--- src/rtl/neo_f0_pkg.sv ---
// Shared register codes, EXT_CTRL one-hot values and bus request type for the
// F0 system I/O block.
package neo_f0_pkg;

   localparam logic [2:0] REG_SLOT     = 3'b010;
   localparam logic [2:0] REG_LEDLATCH = 3'b011;
   localparam logic [2:0] REG_LEDDATA  = 3'b100;
   localparam logic [2:0] REG_RTCCTRL  = 3'b101;

   localparam logic [3:0] EXT_SLOT     = 4'b0001;
   localparam logic [3:0] EXT_LEDLATCH = 4'b0010;
   localparam logic [3:0] EXT_LEDDATA  = 4'b0100;
   localparam logic [3:0] EXT_RTCCTRL  = 4'b1000;
   localparam logic [3:0] EXT_NONE     = 4'b0000;

   localparam logic [5:0] STATUS_A_FILL = 6'b111111;

   typedef struct packed {
      logic [2:0] code;
      logic [7:0] data;
   } wr_req_t;

   // One-hot latch pulse for a decoded write; codes without a latch give zero.
   function automatic logic [3:0] ext_pulse(input logic [2:0] code);
      case (code)
         REG_SLOT:     return EXT_SLOT;
         REG_LEDLATCH: return EXT_LEDLATCH;
         REG_LEDDATA:  return EXT_LEDDATA;
         REG_RTCCTRL:  return EXT_RTCCTRL;
         default:      return EXT_NONE;
      endcase
   endfunction

endpackage

--- src/rtl/neo_f0_sync_if.sv ---
// 68K-side bus of the F0 block: write/read strobes, address nibble and data.
interface neo_f0_sync_if;
   logic       nBITWD0;
   logic       nDIPRD1;
   logic [3:0] M68K_ADDR;
   logic [7:0] M68K_DATA_IN;
   logic [7:0] M68K_DATA_OUT;
   logic       M68K_DATA_OE;

   modport master (
      output nBITWD0, nDIPRD1, M68K_ADDR, M68K_DATA_IN,
      input  M68K_DATA_OUT, M68K_DATA_OE
   );

   modport slave (
      input  nBITWD0, nDIPRD1, M68K_ADDR, M68K_DATA_IN,
      output M68K_DATA_OUT, M68K_DATA_OE
   );
endinterface

--- src/rtl/neo_sync_edge.sv ---
// Multi-stage input synchroniser with rise/fall pulses. Edges are only
// reported between two genuine samples, never against the reset preset.
module neo_sync_edge #(
   parameter int   STAGES    = 2,
   parameter logic RESET_VAL = 1'b0
) (
   input  logic CLK,
   input  logic nRESET,
   input  logic d,
   output logic q,
   output logic rise,
   output logic fall
);

   logic [STAGES-1:0] sr;
   logic              q_d;
   logic [STAGES:0]   vld_pipe;

   always_ff @(posedge CLK) begin
      if (!nRESET) begin
         sr       <= {STAGES{RESET_VAL}};
         q_d      <= RESET_VAL;
         vld_pipe <= '0;
      end else begin
         sr       <= {sr[STAGES-2:0], d};
         q_d      <= sr[STAGES-1];
         vld_pipe <= {vld_pipe[STAGES-1:0], 1'b1};
      end
   end

   assign q = sr[STAGES-1];

   // vld_pipe[STAGES] set means q_d holds a real sample, not the preset.
   assign rise = vld_pipe[STAGES] &  q & ~q_d;
   assign fall = vld_pipe[STAGES] & ~q &  q_d;

endmodule

--- src/rtl/neo_f0_sync.sv ---
// F0 system I/O register block: slot select, LED and RTC control registers,
// one-hot external latch pulses and the synchronised STATUS_A read port.
module neo_f0_sync #(
   parameter int NUM_SLOTS   = 6,
   parameter int SEL_W       = 3,
   parameter int SYNC_STAGES = 2,
   parameter int PULSE_LEN   = 4
) (
   input  logic                 CLK,
   input  logic                 nRESET,
   neo_f0_sync_if.slave         bus,
   input  logic                 SYSTEMB,
   input  logic                 RTC_DOUT,
   input  logic                 RTC_TP,
   output logic [NUM_SLOTS-1:0] nSLOT,
   output logic [SEL_W-1:0]     SLOT_SEL,
   output logic                 SLOT_ERR,
   output logic [2:0]           LED_LATCH,
   output logic [7:0]           LED_DATA,
   output logic                 RTC_DIN,
   output logic                 RTC_CLK,
   output logic                 RTC_STROBE,
   output logic [3:0]           EXT_CTRL,
   output logic                 TP_TICK
);
   import neo_f0_pkg::*;

   localparam int CNT_W = $clog2(PULSE_LEN + 1);

   logic             wr_fall, tp_rise, tp_s, dout_s;
   logic             unused_wr_q, unused_wr_rise, unused_tp_fall;
   logic             unused_dout_rise, unused_dout_fall, unused_addr7;
   logic [SEL_W-1:0] slots;
   logic [2:0]       rtcctrl;
   logic [CNT_W-1:0] pulse_cnt;
   logic [3:0]       req_pulse;
   wr_req_t          req;

   neo_sync_edge #(.STAGES(SYNC_STAGES), .RESET_VAL(1'b1)) u_wr_sync (
      .CLK(CLK), .nRESET(nRESET), .d(bus.nBITWD0),
      .q(unused_wr_q), .rise(unused_wr_rise), .fall(wr_fall)
   );

   neo_sync_edge #(.STAGES(SYNC_STAGES), .RESET_VAL(1'b0)) u_tp_sync (
      .CLK(CLK), .nRESET(nRESET), .d(RTC_TP),
      .q(tp_s), .rise(tp_rise), .fall(unused_tp_fall)
   );

   neo_sync_edge #(.STAGES(SYNC_STAGES), .RESET_VAL(1'b0)) u_dout_sync (
      .CLK(CLK), .nRESET(nRESET), .d(RTC_DOUT),
      .q(dout_s), .rise(unused_dout_rise), .fall(unused_dout_fall)
   );

   // Address bit 7 is outside the decoded window.
   assign unused_addr7 = bus.M68K_ADDR[3];

   // Address and data are taken in the cycle the synchronised fall is seen.
   assign req       = '{code: bus.M68K_ADDR[2:0], data: bus.M68K_DATA_IN};
   assign req_pulse = ext_pulse(req.code);

   always_ff @(posedge CLK) begin
      if (!nRESET) begin
         slots     <= '0;
         LED_LATCH <= '0;
         LED_DATA  <= '0;
         rtcctrl   <= '0;
         EXT_CTRL  <= '0;
         pulse_cnt <= '0;
         TP_TICK   <= 1'b0;
      end else begin
         TP_TICK <= tp_rise;

         if (pulse_cnt == CNT_W'(1)) begin
            EXT_CTRL  <= '0;
            pulse_cnt <= '0;
         end else if (pulse_cnt != '0) begin
            pulse_cnt <= pulse_cnt - CNT_W'(1);
         end

         if (wr_fall) begin
            case (req.code)
               REG_SLOT:     slots     <= req.data[SEL_W-1:0];
               REG_LEDLATCH: LED_LATCH <= req.data[5:3];
               REG_LEDDATA:  LED_DATA  <= req.data;
               REG_RTCCTRL:  rtcctrl   <= req.data[2:0];
               default: ;
            endcase
            // A latching write retriggers; other codes leave a live pulse alone.
            if (req_pulse != EXT_NONE) begin
               EXT_CTRL  <= req_pulse;
               pulse_cnt <= CNT_W'(PULSE_LEN);
            end
         end
      end
   end

   assign RTC_DIN    = rtcctrl[0];
   assign RTC_CLK    = rtcctrl[1];
   assign RTC_STROBE = rtcctrl[2];

   always_comb begin
      nSLOT    = '1;
      SLOT_SEL = '0;
      SLOT_ERR = 1'b0;
      if (SYSTEMB) begin
         SLOT_SEL = slots;
         SLOT_ERR = (int'(slots) >= NUM_SLOTS);
         for (int i = 0; i < NUM_SLOTS; i++)
            if (slots == SEL_W'(i)) nSLOT[i] = 1'b0;
      end
   end

   assign bus.M68K_DATA_OE  = !bus.nDIPRD1;
   assign bus.M68K_DATA_OUT = {dout_s, tp_s, STATUS_A_FILL};

endmodule
--- src/flat_wrapper.sv ---
// flat-port wrapper written by rule: the top's interface ports become plain ports
module neo_f0_sync_flat import neo_f0_pkg::*;
#(
   parameter int NUM_SLOTS   = 6,
   parameter int SEL_W       = 3,
   parameter int SYNC_STAGES = 2,
   parameter int PULSE_LEN   = 4
)
  (CLK, nRESET, SYSTEMB, RTC_DOUT, RTC_TP, nSLOT, SLOT_SEL, SLOT_ERR, LED_LATCH, LED_DATA, RTC_DIN, RTC_CLK, RTC_STROBE, EXT_CTRL, TP_TICK, bus_nBITWD0, bus_nDIPRD1, bus_M68K_ADDR, bus_M68K_DATA_IN, bus_M68K_DATA_OUT, bus_M68K_DATA_OE);
  neo_f0_sync_if bus_i ();
  input  logic CLK;
  input  logic nRESET;
  input  logic SYSTEMB;
  input  logic RTC_DOUT;
  input  logic RTC_TP;
  output logic [NUM_SLOTS-1:0] nSLOT;
  output logic [SEL_W-1:0] SLOT_SEL;
  output logic SLOT_ERR;
  output logic [2:0] LED_LATCH;
  output logic [7:0] LED_DATA;
  output logic RTC_DIN;
  output logic RTC_CLK;
  output logic RTC_STROBE;
  output logic [3:0] EXT_CTRL;
  output logic TP_TICK;
  input wire logic [$bits(bus_i.nBITWD0)-1:0] bus_nBITWD0;
  input wire logic [$bits(bus_i.nDIPRD1)-1:0] bus_nDIPRD1;
  input wire logic [$bits(bus_i.M68K_ADDR)-1:0] bus_M68K_ADDR;
  input wire logic [$bits(bus_i.M68K_DATA_IN)-1:0] bus_M68K_DATA_IN;
  output wire logic [$bits(bus_i.M68K_DATA_OUT)-1:0] bus_M68K_DATA_OUT;
  output wire logic [$bits(bus_i.M68K_DATA_OE)-1:0] bus_M68K_DATA_OE;
  assign bus_i.nBITWD0 = bus_nBITWD0;
  assign bus_i.nDIPRD1 = bus_nDIPRD1;
  assign bus_i.M68K_ADDR = bus_M68K_ADDR;
  assign bus_i.M68K_DATA_IN = bus_M68K_DATA_IN;
  assign bus_M68K_DATA_OUT = bus_i.M68K_DATA_OUT;
  assign bus_M68K_DATA_OE = bus_i.M68K_DATA_OE;
  neo_f0_sync #(.NUM_SLOTS(NUM_SLOTS), .SEL_W(SEL_W), .SYNC_STAGES(SYNC_STAGES), .PULSE_LEN(PULSE_LEN)) u_core (.CLK(CLK), .nRESET(nRESET), .bus(bus_i), .SYSTEMB(SYSTEMB), .RTC_DOUT(RTC_DOUT), .RTC_TP(RTC_TP), .nSLOT(nSLOT), .SLOT_SEL(SLOT_SEL), .SLOT_ERR(SLOT_ERR), .LED_LATCH(LED_LATCH), .LED_DATA(LED_DATA), .RTC_DIN(RTC_DIN), .RTC_CLK(RTC_CLK), .RTC_STROBE(RTC_STROBE), .EXT_CTRL(EXT_CTRL), .TP_TICK(TP_TICK));
endmodule
--- config.mk ---
export PLATFORM = sky130hd
export DESIGN_NAME = neo_f0_sync_flat
export DESIGN_NICKNAME = d
export VERILOG_FILES = /design/src/rtl/neo_f0_pkg.sv /design/src/rtl/neo_f0_sync_if.sv /design/src/rtl/neo_sync_edge.sv /design/src/rtl/neo_f0_sync.sv /design/src/flat_wrapper.sv
export SDC_FILE = /design/constraint.sdc
export NUM_CORES = 1
export LEC_CHECK = 0
export BUFFER_PORTS_ARGS = -buffer_cell sky130_fd_sc_hd__buf_2
export CAP_MARGIN = 20
export CORE_MARGIN = 4
export CORE_UTILIZATION = 50
export CTS_BUF_LIST = sky130_fd_sc_hd__clkbuf_2 sky130_fd_sc_hd__clkbuf_4 sky130_fd_sc_hd__clkbuf_8
export CTS_CLUSTER_DIAMETER = 150
export DETAILED_ROUTE_END_ITERATION = 12
export PLACE_DENSITY_LB_ADDON = 0.2
export SYNTH_ARGS = -nofsm -noshare
export SYNTH_HDL_FRONTEND = slang
export SYNTH_SLANG_ARGS = --single-unit
--- constraint.sdc ---
create_clock -name CLK -period 1.7 [get_ports CLK]
set_input_delay 0.425 -clock CLK [delete_from_list [all_inputs] [get_ports CLK]]
set_output_delay 0.425 -clock CLK [all_outputs]
set_load 0.05 [all_outputs]
=== Yosys cells after proc, flatten, opt, wreduce, memory -nomap -nowiden ===
Cells that the tools add are included.
W data, S select, Z words.

* Input port bits: 19
* Register bits after elaboration: 39
* Bits in read-only memories: 0
* Memories: 0
* Output and inout bits: 38
* Memory bits (writable): 0
* Latch bits: 0

* Shifts and indexed selects: 0
* Reductions and logical operators: 8
* Multipliers: 0
* Bitwise logic cells: 6
* Magnitude comparators: 1
* Add/subtract/negate cells: 1
* Divide/modulo/power cells: 0
* Muxes and demuxes: 19
* Equal/unequal tests: 10

{| class="wikitable"
|+ Operator list
! operator !! count
|-
| $pmux W4 S4 || 1
|-
| $mux W3 || 5
|-
| $eq A3 B2 Y1 const B || 4
|-
| $eq A3 B3 Y1 const B || 4
|-
| $mux W4 || 3
|-
| $mux W1 || 9
|-
| $reduce_and A2 Y1 || 4
|-
| $eq A3 B1 Y1 const B || 2
|-
| $mux W6 || 1
|-
| $and A1 B1 Y1 || 4
|-
| $reduce_bool A4 Y1 || 1
|-
| $ge A3 B3 Y1 const B || 1
|-
| $logic_not A3 Y1 || 1
|-
| $reduce_bool A3 Y1 || 1
|-
| $sub A3 B1 Y3 const B || 1
|-
| $not A1 Y1 || 2
|-
| $logic_not A1 Y1 || 1
|}

=== Longest topological paths before layout ===
Gate-level depths: netlist (run 1).

* Word-level depth: 5
* Gate-level depth with buffers: 5

=== By module ===
From an unflattened synthesis (run 1), not the netlist that was laid out.

* Cells, all modules: 162
* Area total of the unflattened synthesis: 1640.3 µm²

{| class="wikitable"
|+ Modules (own cells, without submodules)
! module !! times used !! seq. area each (µm²) !! area an instance (µm²) !! cells each
|-
| neo_f0_sync || 1 || 500.5 || 1131.1 || 123
|-
| neo_sync_edge at u_core.u_dout_sync ... || 2 || 120.1 || 170.2 || 13
|-
| neo_sync_edge at u_core.u_wr_sync || 1 || 120.1 || 168.9 || 13
|}

=== Worst setup path after synthesis (run 1) ===
No wires, ideal clock.

* Path kind: in2out
* From: in SYSTEMB
* To: out nSLOT[4]
* Data required time: 1275 ps
* Data arrival time: 1306 ps
* Stages: 2
* Setup slack: -31 ps
* Cell sequence: and2_1 nand2_1

* Word-level cells in the longest chain between the ends: 1

{| class="wikitable"
|+ Ends and longest elaborated chain
! element !! RTL line !! RTL
|-
| start, declared || flat_wrapper.sv:13 || <nowiki>input logic SYSTEMB;</nowiki>
|-
| $mux W6 || neo_f0_sync.sv:105 || <nowiki>if (SYSTEMB) begin</nowiki>
|-
| end, declared || flat_wrapper.sv:16 || <nowiki>output logic [NUM_SLOTS-1:0] nSLOT;</nowiki>
|}

Every way passes these cells.

=== Final worst setup path (run 1) ===
* From: reg u_core.slots[1]
* To: out nSLOT[2]

* Word-level cells in the longest chain between the ends: 3

{| class="wikitable"
|+ Ends and longest elaborated chain
! element !! RTL line !! RTL
|-
| start, declared || neo_f0_sync.sv:33 || <nowiki>logic [SEL_W-1:0] slots;</nowiki>
|-
| start signal, assigned || neo_f0_sync.sv:82 || <nowiki>REG_SLOT: slots <= req.data[SEL_W-1:0];</nowiki>
|-
| $eq A3 B2 Y1 || neo_f0_sync.sv:109 || <nowiki>if (slots == SEL_W'(i)) nSLOT[i] = 1'b0;</nowiki>
|-
| $mux W1 || neo_f0_sync.sv:109 ||
|-
| $mux W6 || neo_f0_sync.sv:105 ||
|}

Every way passes these cells.

==> results of run 1 <==
## power by group through the flow
stage	Combinational (mW)	Sequential [mW]	Clock (mW)
global placement	0.290	0.924	0
CTS	0.325	0.908	0.469
global route	0.359	0.911	0.493
detailed placement	0.322	0.928	0
finish	0.320	0.907	0.455
floorplan	0.253	0.924	0
## cell type report
cell class	count	area, µm²	area share (%)
Inverter	7	26.3	1.47
Sequential cell	36	727	40.7
Clock inverter	3	18.8	1.05
Tap cell	31	38.8	2.17
Clock buffer	5	37.5	2.10
Timing Repair Buffer	53	284	15.9
Multi-Input combinational cell	98	654	36.6
## layout by cell type, fill, tap and decap left out, types with 3 or more instances in the layout
master     n
and2_1    10
mux2i_1   17
nor2_1     3
buf_2     47
clkbuf_4   5
buf_4      5
conb_1     6
dfxtp_1   33
ha_1       3
a22o_1     3
nand2_1   31
inv_1      7
nand2b_1   6
## critical path, stage by stage (launching register included)
cell and delay [ns]:
dfxtp_4 0.37, nand2_2 0.06, or3_4 0.33, buf_6 0.16
## cell families after synthesis
logic type                 share of synthesized area [%]
other                                              0.257
AOI/OAI and AO/OA                                   4.46
adders and majority gates                           2.57
muxes                                               11.7
buffers and inverters                               7.72
and+or+nand+nor                                     22.7
xor gates and xnor gates                            1.20
DFF                                                 49.4
## Yosys cell counts
master     count
a22o_1         3
dfxtp_1       36
nor3_1         1
and2_1        10
and3_1         1
nor4b_1        1
buf_2          3
ha_1           3
inv_1          7
o31a_1         1
nand2_1       32
nand2b_1       6
conb_1         1
xnor2_1        2
o211a_1        1
and3b_1        1
nor2_1         3
nand3b_4       1
o2bb2ai_1      1
nor3_2         2
or3_1          2
mux2i_1       17
nor2b_1        3
buf_4          8
clkbuf_1       3
o221a_2        1
## sequential cells by signal, summed over array words and instances (netlist names), 2 cells and up
name,cells
u_core.slots,3
u_core.pulse_cnt,3
u_core.EXT_CTRL,4
u_core.LED_LATCH,3
u_core.u_tp_sync.sr,2
u_core.u_dout_sync.sr,2
u_core.u_tp_sync.vld_pipe,3
u_core.rtcctrl,3
u_core.u_wr_sync.sr,2
u_core.LED_DATA,8
## what timing repair did
action	CTS	global route
buffers inserted	1	1
pin swaps	0	0
setup endpoints to repair	1	4
gates resized for setup	5	6
## how the worst max path moves through the flow
stage,to,slack (ns),start,depth (start not counted)
after floorplan,nSLOT[4],-0.03,SYSTEMB,2
after global placement,nSLOT[2],0.16,SYSTEMB,4
after CTS,nSLOT[1],0.005,u_core.slots[0],3
final,nSLOT[2],0.02,u_core.slots[1],3
after detailed placement,nSLOT[2],0.14,SYSTEMB,4
after global routing,nSLOT[1],-0.03,u_core.slots[1],4
## layer usage
| metal | vias to the layer above | global-route usage (%) | wire (µm) |
|---|---|---|---|
| met2 | 34 | 28.0 | 1460 |
| met1 | 510 | 17.2 | 1090 |
| li1 | 571 | - | - |
| met5 | - | 0 | 0 |
| met3 | 7 | 5.58 | 209 |
| met4 | 0 | 10.0 | 83 |
==> flow_summary_export.csv, run 1 <==
group,metric,value,unit
pwr,combPwrFrac,19.0,%
logic_synthesis,synth_top_cell_by_area,"dfxtp_1",
logic_synthesis,yosysUniqueCellTypes,26,
grt,grt_pass1_wl,4480,µm
timing,period_minus_slack,1.68,ns
detailed_routing,ant_nets,0,
clock_tree,clock-root-buffer,"clkbuf_4",
finish,drive_gt1_share,35.1,%
detailed_routing,via_per_inst,4.82,
logic_synthesis,ys_ff_latch,36,
clock_tree,cts_tree,"yes",
detailed_routing,wirelength,2850,µm
clock_tree,insertion_delay,0.35,ns
timing,finalMaxSlewViolations,0,
min_path,whs_path_depth,2,
critical_path,r2r-start,"u_core.pulse_cnt[1]",
detailed_routing,first_pass_iters,4,
detailed_routing,first_iter_violations,19,
finish,antenna_cells,0,
clock_tree,htreeDepth,2,
run_status,status,"finished, final reports clean",
floorplan,fp.coreArea,2780,µm²
grt,antenna_found_initial,0,
floorplan,io_pins,57,
timing,hold_violations,0,
critical_path,cp.arrival,1.26,ns
floorplan,die-height,62.0,µm
grt,track_usage,16.4,%
grt,grt_pass1_vias,1068,
finish,synthToLayoutAreaGrowth,22.5,%
placed_design,gp_congestion,0.729,
detailed_routing,post_drt_wl_per_cell,12.2,µm
timing,final.setup.tns,0,ns
timing,fin_crit_sh,99.0,%
min_path,hold_path_class,"input pin to flop",
timing,worst_slack,0.0178,ns
grt,gr-total-overflow,0,
min_path,min_to,"u_core.u_wr_sync.sr[0]",
placed_design,io_buffers,49,
timing,clock_skew,0.00811,ns
logic_synthesis,syn_avg_cell_area,9.73,µm²
critical_path,path_max_fanout,3,
logic_synthesis,yosys_warnings,0,
finish,instances_no_fill,233,
grt,grt_start_max_net_pins,25,
pwr,pwr-share-clk,27.1,%
pwr,leakage,0.868,nW
placed_design,placedCellCount,223,
pwr,intPower,1.17,mW
clock_tree,clkTransAtPathRegs,0.11,ns
finish,stdcell_area,1790,µm²
critical_path,r2r_cells,5,
critical_path,r2r-end,"u_core.EXT_CTRL[1]",
critical_path,end_kind,"output port",
placed_design,placed_area,1690,µm²
timing,rsz0062_at_grt,"yes",
finish,nets,223,
pwr,p_sw,509,µW
clock_tree,cts-hold-fix-buffers,0,
detailed_routing,vias,1122,
floorplan,rows,19,
critical_path,critPathRequiredTime,1.27,ns
critical_path,rrSetupSlack,0.37,ns
clock_tree,clockBufferDepth,2,
floorplan,die_area,3850,µm²
timing,hold_slack,0.252,ns
timing,finalSetupViolations,0,
flow_run,drv_cap,0,
logic_synthesis,synth_cells,150,
pwr,power.total,1.68,mW
detailed_routing,route.detailed.drc,0,
clock_tree,cts_buffers,5,
finish,fin_util,64.2,%
logic_synthesis,synth_area_leaders,"dfxtp_1 (49%), mux2i_1 (12%), nand2_1 (8.2%), and2_1 (4.3%), buf_4 (4.1%)",
pwr,p_sw_share,30.3,%
floorplan,die_width,62.0,µm
clock_tree,clkSinkCount,36,
pwr,ir_drop,0.690,mV
logic_synthesis,synthesis.area,1460,µm²
critical_path,setup.worst_path.class,"flop to output port",
pwr,p_seq_share,53.9,%
placed_design,post-dp-hpwl,2130,µm
finish,n_fill_cell,246,
logic_synthesis,synth_top_area_share,49.4,%
pwr,power_density,941,nW/µm²
placed_design,dp_slack,0.144,ns
timing,max_freq,0.594,GHz
floorplan,initial_core_util,52.5,%
logic_synthesis,seq_area_frac_synth,49.4,%
critical_path,worst_setup_path_start_kind,"flop",
min_path,hp-start,"bus_nBITWD0",
Power figures use the tool's default switching activity.
==> run 2, diff against run 1 <==
Settings changed: CELL_PAD_IN_SITES_DETAIL_PLACEMENT from default to 1, CELL_PAD_IN_SITES_GLOBAL_PLACEMENT from default to 1, CORE_UTILIZATION 50 to 36, PLACE_DENSITY_LB_ADDON 0.2 to 0.1.
==> run 2 against run 1 <==
Compared with the run above:
- final area increased by 4.0%
- sequential share of layout area shrank 1.7 points
- sequential cell count stayed put
- fmax increased by 3.6%
- cell count rose by 6.4%
- largest cell class unchanged
- die area rose by 34%
- largest power group unchanged
- non-clock buffer count decreased by 2
- sequential power about the same
==> flow_summary_export.csv, run 2 (synthesis gave the netlist of run 1 again) <==
group,metric,value,unit
finish,fin_util,48.9,%
min_path,hold_path_class,"input pin to flop",
finish,antenna_cells,0,
pwr,power_density,1060,nW/µm²
clock_tree,cts_buffers,5,
timing,fin_crit_sh,95.5,%
grt,grt_pass1_vias,1175,
timing,worst_slack,0.0758,ns
detailed_routing,post_drt_wl_per_cell,12.4,µm
grt,track_usage,13.5,%
clock_tree,clkSinkCount,36,
clock_tree,cts_tree,"yes",
pwr,leakage,0.883,nW
floorplan,io_pins,57,
finish,stdcell_area,1860,µm²
critical_path,cpMaxStageDelayCell,"dfxtp_4",
clock_tree,insertion_delay,0.28,ns
grt,antenna_found_initial,0,
finish,largest_registers,"u_core.LED_DATA (8), u_core.EXT_CTRL (4)",
timing,hold_slack,0.317,ns
finish,synthToLayoutAreaGrowth,27.4,%
clock_tree,clockBufferDepth,2,
floorplan,initial_core_util,38.4,%
detailed_routing,first_iter_violations,30,
placed_design,gp_congestion,0.739,
critical_path,path_max_fanout,5,
clock_tree,clock-root-buffer,"clkbuf_8",
finish,drive_gt1_share,33.5,%
detailed_routing,first_pass_iters,4,
critical_path,worst_setup_path_start_kind,"flop",
detailed_routing,route.detailed.drc,0,
finish,final_common_cell,"buf_2",
grt,grt_start_max_net_pins,32,
flow_run,drv_cap,0,
grt,gr-total-overflow,0,
timing,clock_skew,0.00348,ns
clock_tree,cts_setup_buffers,0,
run_status,status,"finished, final reports clean",
critical_path,cp_cell_sequence,"nand2_2 > or3_4 > buf_6",
placed_design,dp_slack,0.138,ns
clock_tree,clkTransAtPathRegs,0.07,ns
clock_tree,htreeDepth,2,
critical_path,setup.worst_path.class,"flop to output port",
finish,largest_register_ffs,8,
critical_path,critPathRequiredTime,1.27,ns
critical_path,critPathMaxStageDelay,0.37,ns
floorplan,die-height,71.7,µm
placed_design,io_buffers,49,
detailed_routing,vias,1111,
floorplan,fp.coreArea,3800,µm²
floorplan,die_area,5140,µm²
detailed_routing,ant_nets,0,
critical_path,cp.arrival,1.20,ns
critical_path,rrSetupSlack,0.41,ns
timing,finalSetupViolations,0,
timing,finalMaxSlewViolations,0,
detailed_routing,via_per_inst,4.48,
timing,hold_violations,0,
grt,grt_pass1_wl,5310,µm
finish,nets,221,
clock_tree,cts-hold-fix-buffers,0,
timing,period_minus_slack,1.62,ns
finish,mostFrequentLayoutCells,"buf_2 (48), dfxtp_1 (35), nand2_1 (31)",
pwr,ir_drop,0.497,mV
floorplan,die_width,71.7,µm
finish,regMostFlops,"u_core.LED_DATA",
timing,final.setup.tns,0,ns
critical_path,end_kind,"output port",
placed_design,placed_area,1730,µm²
timing,max_freq,0.616,GHz
detailed_routing,wirelength,3080,µm
placed_design,post-dp-hpwl,2350,µm
floorplan,rows,22,
[run 2: path summary, 6_finish.rpt]
kind	from	end	cells past startpoint
worst max-delay path	u_core.slots[1]	nSLOT[2]	3
worst max register to register	u_core.pulse_cnt[1]	u_core.EXT_CTRL[3]	5
worst min register to register	u_core.u_wr_sync.sr[0]	u_core.u_wr_sync.sr[1]	1
worst min-delay path	bus_nBITWD0	u_core.u_wr_sync.sr[0]	2
[run 2: repair_timing]
item                                    CTS  global route
resized for setup                         2             4
endpoints found under the setup margin    1             1
gates cloned                              0             0
[run 2: layout make-up]
type / instances / area [µm²]
fill: 455 / 1940
sequential: 36 / 724
multi-input combinational: 98 / 657
timing repair buffer: 51 / 279
clock buffer: 6 / 76.3
tap: 48 / 60.1
clock inverter: 2 / 35.0
inverter: 7 / 26.3
[run 2: per-stage QoR]
stage	power (mW)	std cells
2_1_floorplan	1.18	155
3_3_place_gp	1.22	240
3_5_place_dp	1.25	240
4_1_cts	2.00	248
5_1_grt	2.08	248
6_report	1.96	248
[run 2: layer usage]
layer  share of wire, %  track usage, %  vias to the layer above
li1                   -               -                      564
met1                 40            13.7                      500
met2                 49            23.2                       39
met3                8.5            5.61                        8
met4                2.2            7.52                        0
met5                  0               0                        -
[run 2: power breakdown]
group	switching, mW	total (mW)	internal [mW]
clock	0.290	0.741	0.451
sequential	0.0218	0.906	0.884
combinational	0.182	0.313	0.131
[run 2: critical path, delay by kind of cell, from the launching register on]
family / cells / cell delay [ns]
simple gates: 2 / 0.39
flops: 1 / 0.37
buf+inv: 1 / 0.16
==> run 3, diff against run 2 <==
Settings changed: MAX_ROUTING_LAYER from default to met4.
==> run 3 against run 2 <==
Compared with the run above:
- cell count stayed put
- global-route usage increased by 0.43 points
- clock skew rose by 0.0011 ns
- combinational power barely moved
- via count hardly changed
- highest routed layer unchanged
==> flow_summary_export.csv, run 3 (synthesis gave the netlist of run 1 again) <==
group,metric,value,unit
timing,max_freq,0.616,GHz
finish,instances_no_fill,248,
clock_tree,cts_setup_buffers,0,
clock_tree,cts_buffers,5,
critical_path,end_kind,"output port",
finish,multi_input_area,657,µm²
floorplan,fp.coreArea,3800,µm²
flow_run,drv_cap,0,
critical_path,worst_setup_path_start_kind,"flop",
finish,regMostFlops,"u_core.LED_DATA",
timing,period_minus_slack,1.62,ns
clock_tree,clkSinkCount,36,
clock_tree,clockBufferDepth,2,
clock_tree,cts_tree,"yes",
pwr,power_density,1050,nW/µm²
grt,grt_pass1_wl,5330,µm
detailed_routing,first_pass_iters,4,
pwr,power.total,1.96,mW
detailed_routing,route.detailed.drc,0,
finish,nets,221,
timing,finalSetupViolations,0,
timing,worst_slack,0.0764,ns
grt,grt_pass1_vias,1167,
placed_design,gp_congestion,0.749,
critical_path,critPathRequiredTime,1.27,ns
floorplan,die-height,71.7,µm
placed_design,io_buffers,49,
grt,antenna_found_initial,0,
detailed_routing,first_iter_violations,24,
detailed_routing,wirelength,3080,µm
critical_path,path_max_fanout,5,
floorplan,io_pins,57,
clock_tree,insertion_delay,0.28,ns
clock_tree,clock-root-buffer,"clkbuf_8",
placed_design,placedCellCount,240,
detailed_routing,post_drt_wl_per_cell,12.4,µm
timing,fin_crit_sh,95.5,%
grt,gr-total-overflow,0,
critical_path,cp.arrival,1.20,ns
floorplan,rows,22,
finish,fin_util,48.9,%
clock_tree,htreeDepth,2,
finish,final_common_cell,"buf_2",
run_status,status,"finished, final reports clean",
detailed_routing,via_per_inst,4.48,
min_path,hold_path_class,"input pin to flop",
finish,synthToLayoutAreaGrowth,27.4,%
grt,grt_start_max_net_pins,32,
timing,hold_violations,0,
pwr,leakage,0.883,nW
pwr,ir_drop,0.497,mV
finish,n_fill_cell,455,
floorplan,initial_core_util,38.4,%
finish,largest_registers,"u_core.LED_DATA (8), u_core.EXT_CTRL (4)",
floorplan,die_width,71.7,µm
timing,clock_skew,0.00460,ns
finish,seq_area,724,µm²
detailed_routing,ant_nets,0,
timing,finalMaxSlewViolations,0,
finish,drive_gt1_share,33.5,%
finish,stdcell_area,1860,µm²
finish,antenna_cells,0,
grt,track_usage,13.9,%
floorplan,die_area,5140,µm²
placed_design,dp_slack,0.138,ns
placed_design,placed_area,1730,µm²
placed_design,post-dp-hpwl,2350,µm
detailed_routing,vias,1110,
critical_path,setup.worst_path.class,"flop to output port",
finish,largest_register_ffs,8,
clock_tree,clkTransAtPathRegs,0.07,ns
finish,mostFrequentLayoutCells,"buf_2 (48), dfxtp_1 (35), nand2_1 (31)",
-- run 3: cell counts in the layout (fill, tap and decap cells not counted) --
Identical to the previous run, type by type.
-- run 3: per-layer routing --
layer / global-route usage [%] / routed length [µm] / up-vias / part of all wire [%]
met5: - / 0 / - / 0
met4: 7.52 / 72 / 0 / 2.3
met3: 5.47 / 256 / 7 / 8.3
met2: 23.2 / 1510 / 39 / 49
met1: 13.9 / 1240 / 500 / 40
li1: - / - / 564 / -
-- run 3: critical path: stages, from the launching register on --
cell and delay, ns:
dfxtp_4 0.37, nand2_2 0.06, or3_4 0.33, buf_6 0.16
-- run 3: worst paths after layout --
path	from	to	slack [ns]	cells past startpoint
hold / removal	bus_nBITWD0	u_core.u_wr_sync.sr[0]	0.32	2
hold reg to reg	u_core.u_wr_sync.sr[0]	u_core.u_wr_sync.sr[1]	0.42	1
setup reg to reg	u_core.pulse_cnt[1]	u_core.EXT_CTRL[3]	0.41	5
setup / recovery	u_core.slots[1]	nSLOT[2]	0.08	3
-- run 3: area by class of cell --
cell class | count | area share, %
inverter | 7 | 1.41
timing repair buffer | 51 | 15.0
tap | 48 | 3.23
clock inverter | 2 | 1.89
clock buffer | 6 | 4.11
sequential | 36 | 39.0
multi-input combinational | 98 | 35.4
-- run 3: report_power, final --
part / total (mW) / switching, mW / internal, mW
clock: 0.738 / 0.288 / 0.451
sequential: 0.906 / 0.0217 / 0.884
combinational: 0.314 / 0.183 / 0.131
-- run 3: per-stage QoR --
step           setup TNS [ns]  hold WS, ns
2_1_floorplan         -0.0621        0.386
3_3_place_gp                0        0.406
3_5_place_dp                0        0.403
4_1_cts                     0        0.310
5_1_grt              -0.00104        0.298
6_report                    0        0.318
-- run 3: repair_timing --
action	4_1_cts	5_1_grt
hold buffers	0	0
resized for setup	2	4
endpoints found under the hold margin	0	0
setup endpoints to repair	1	1
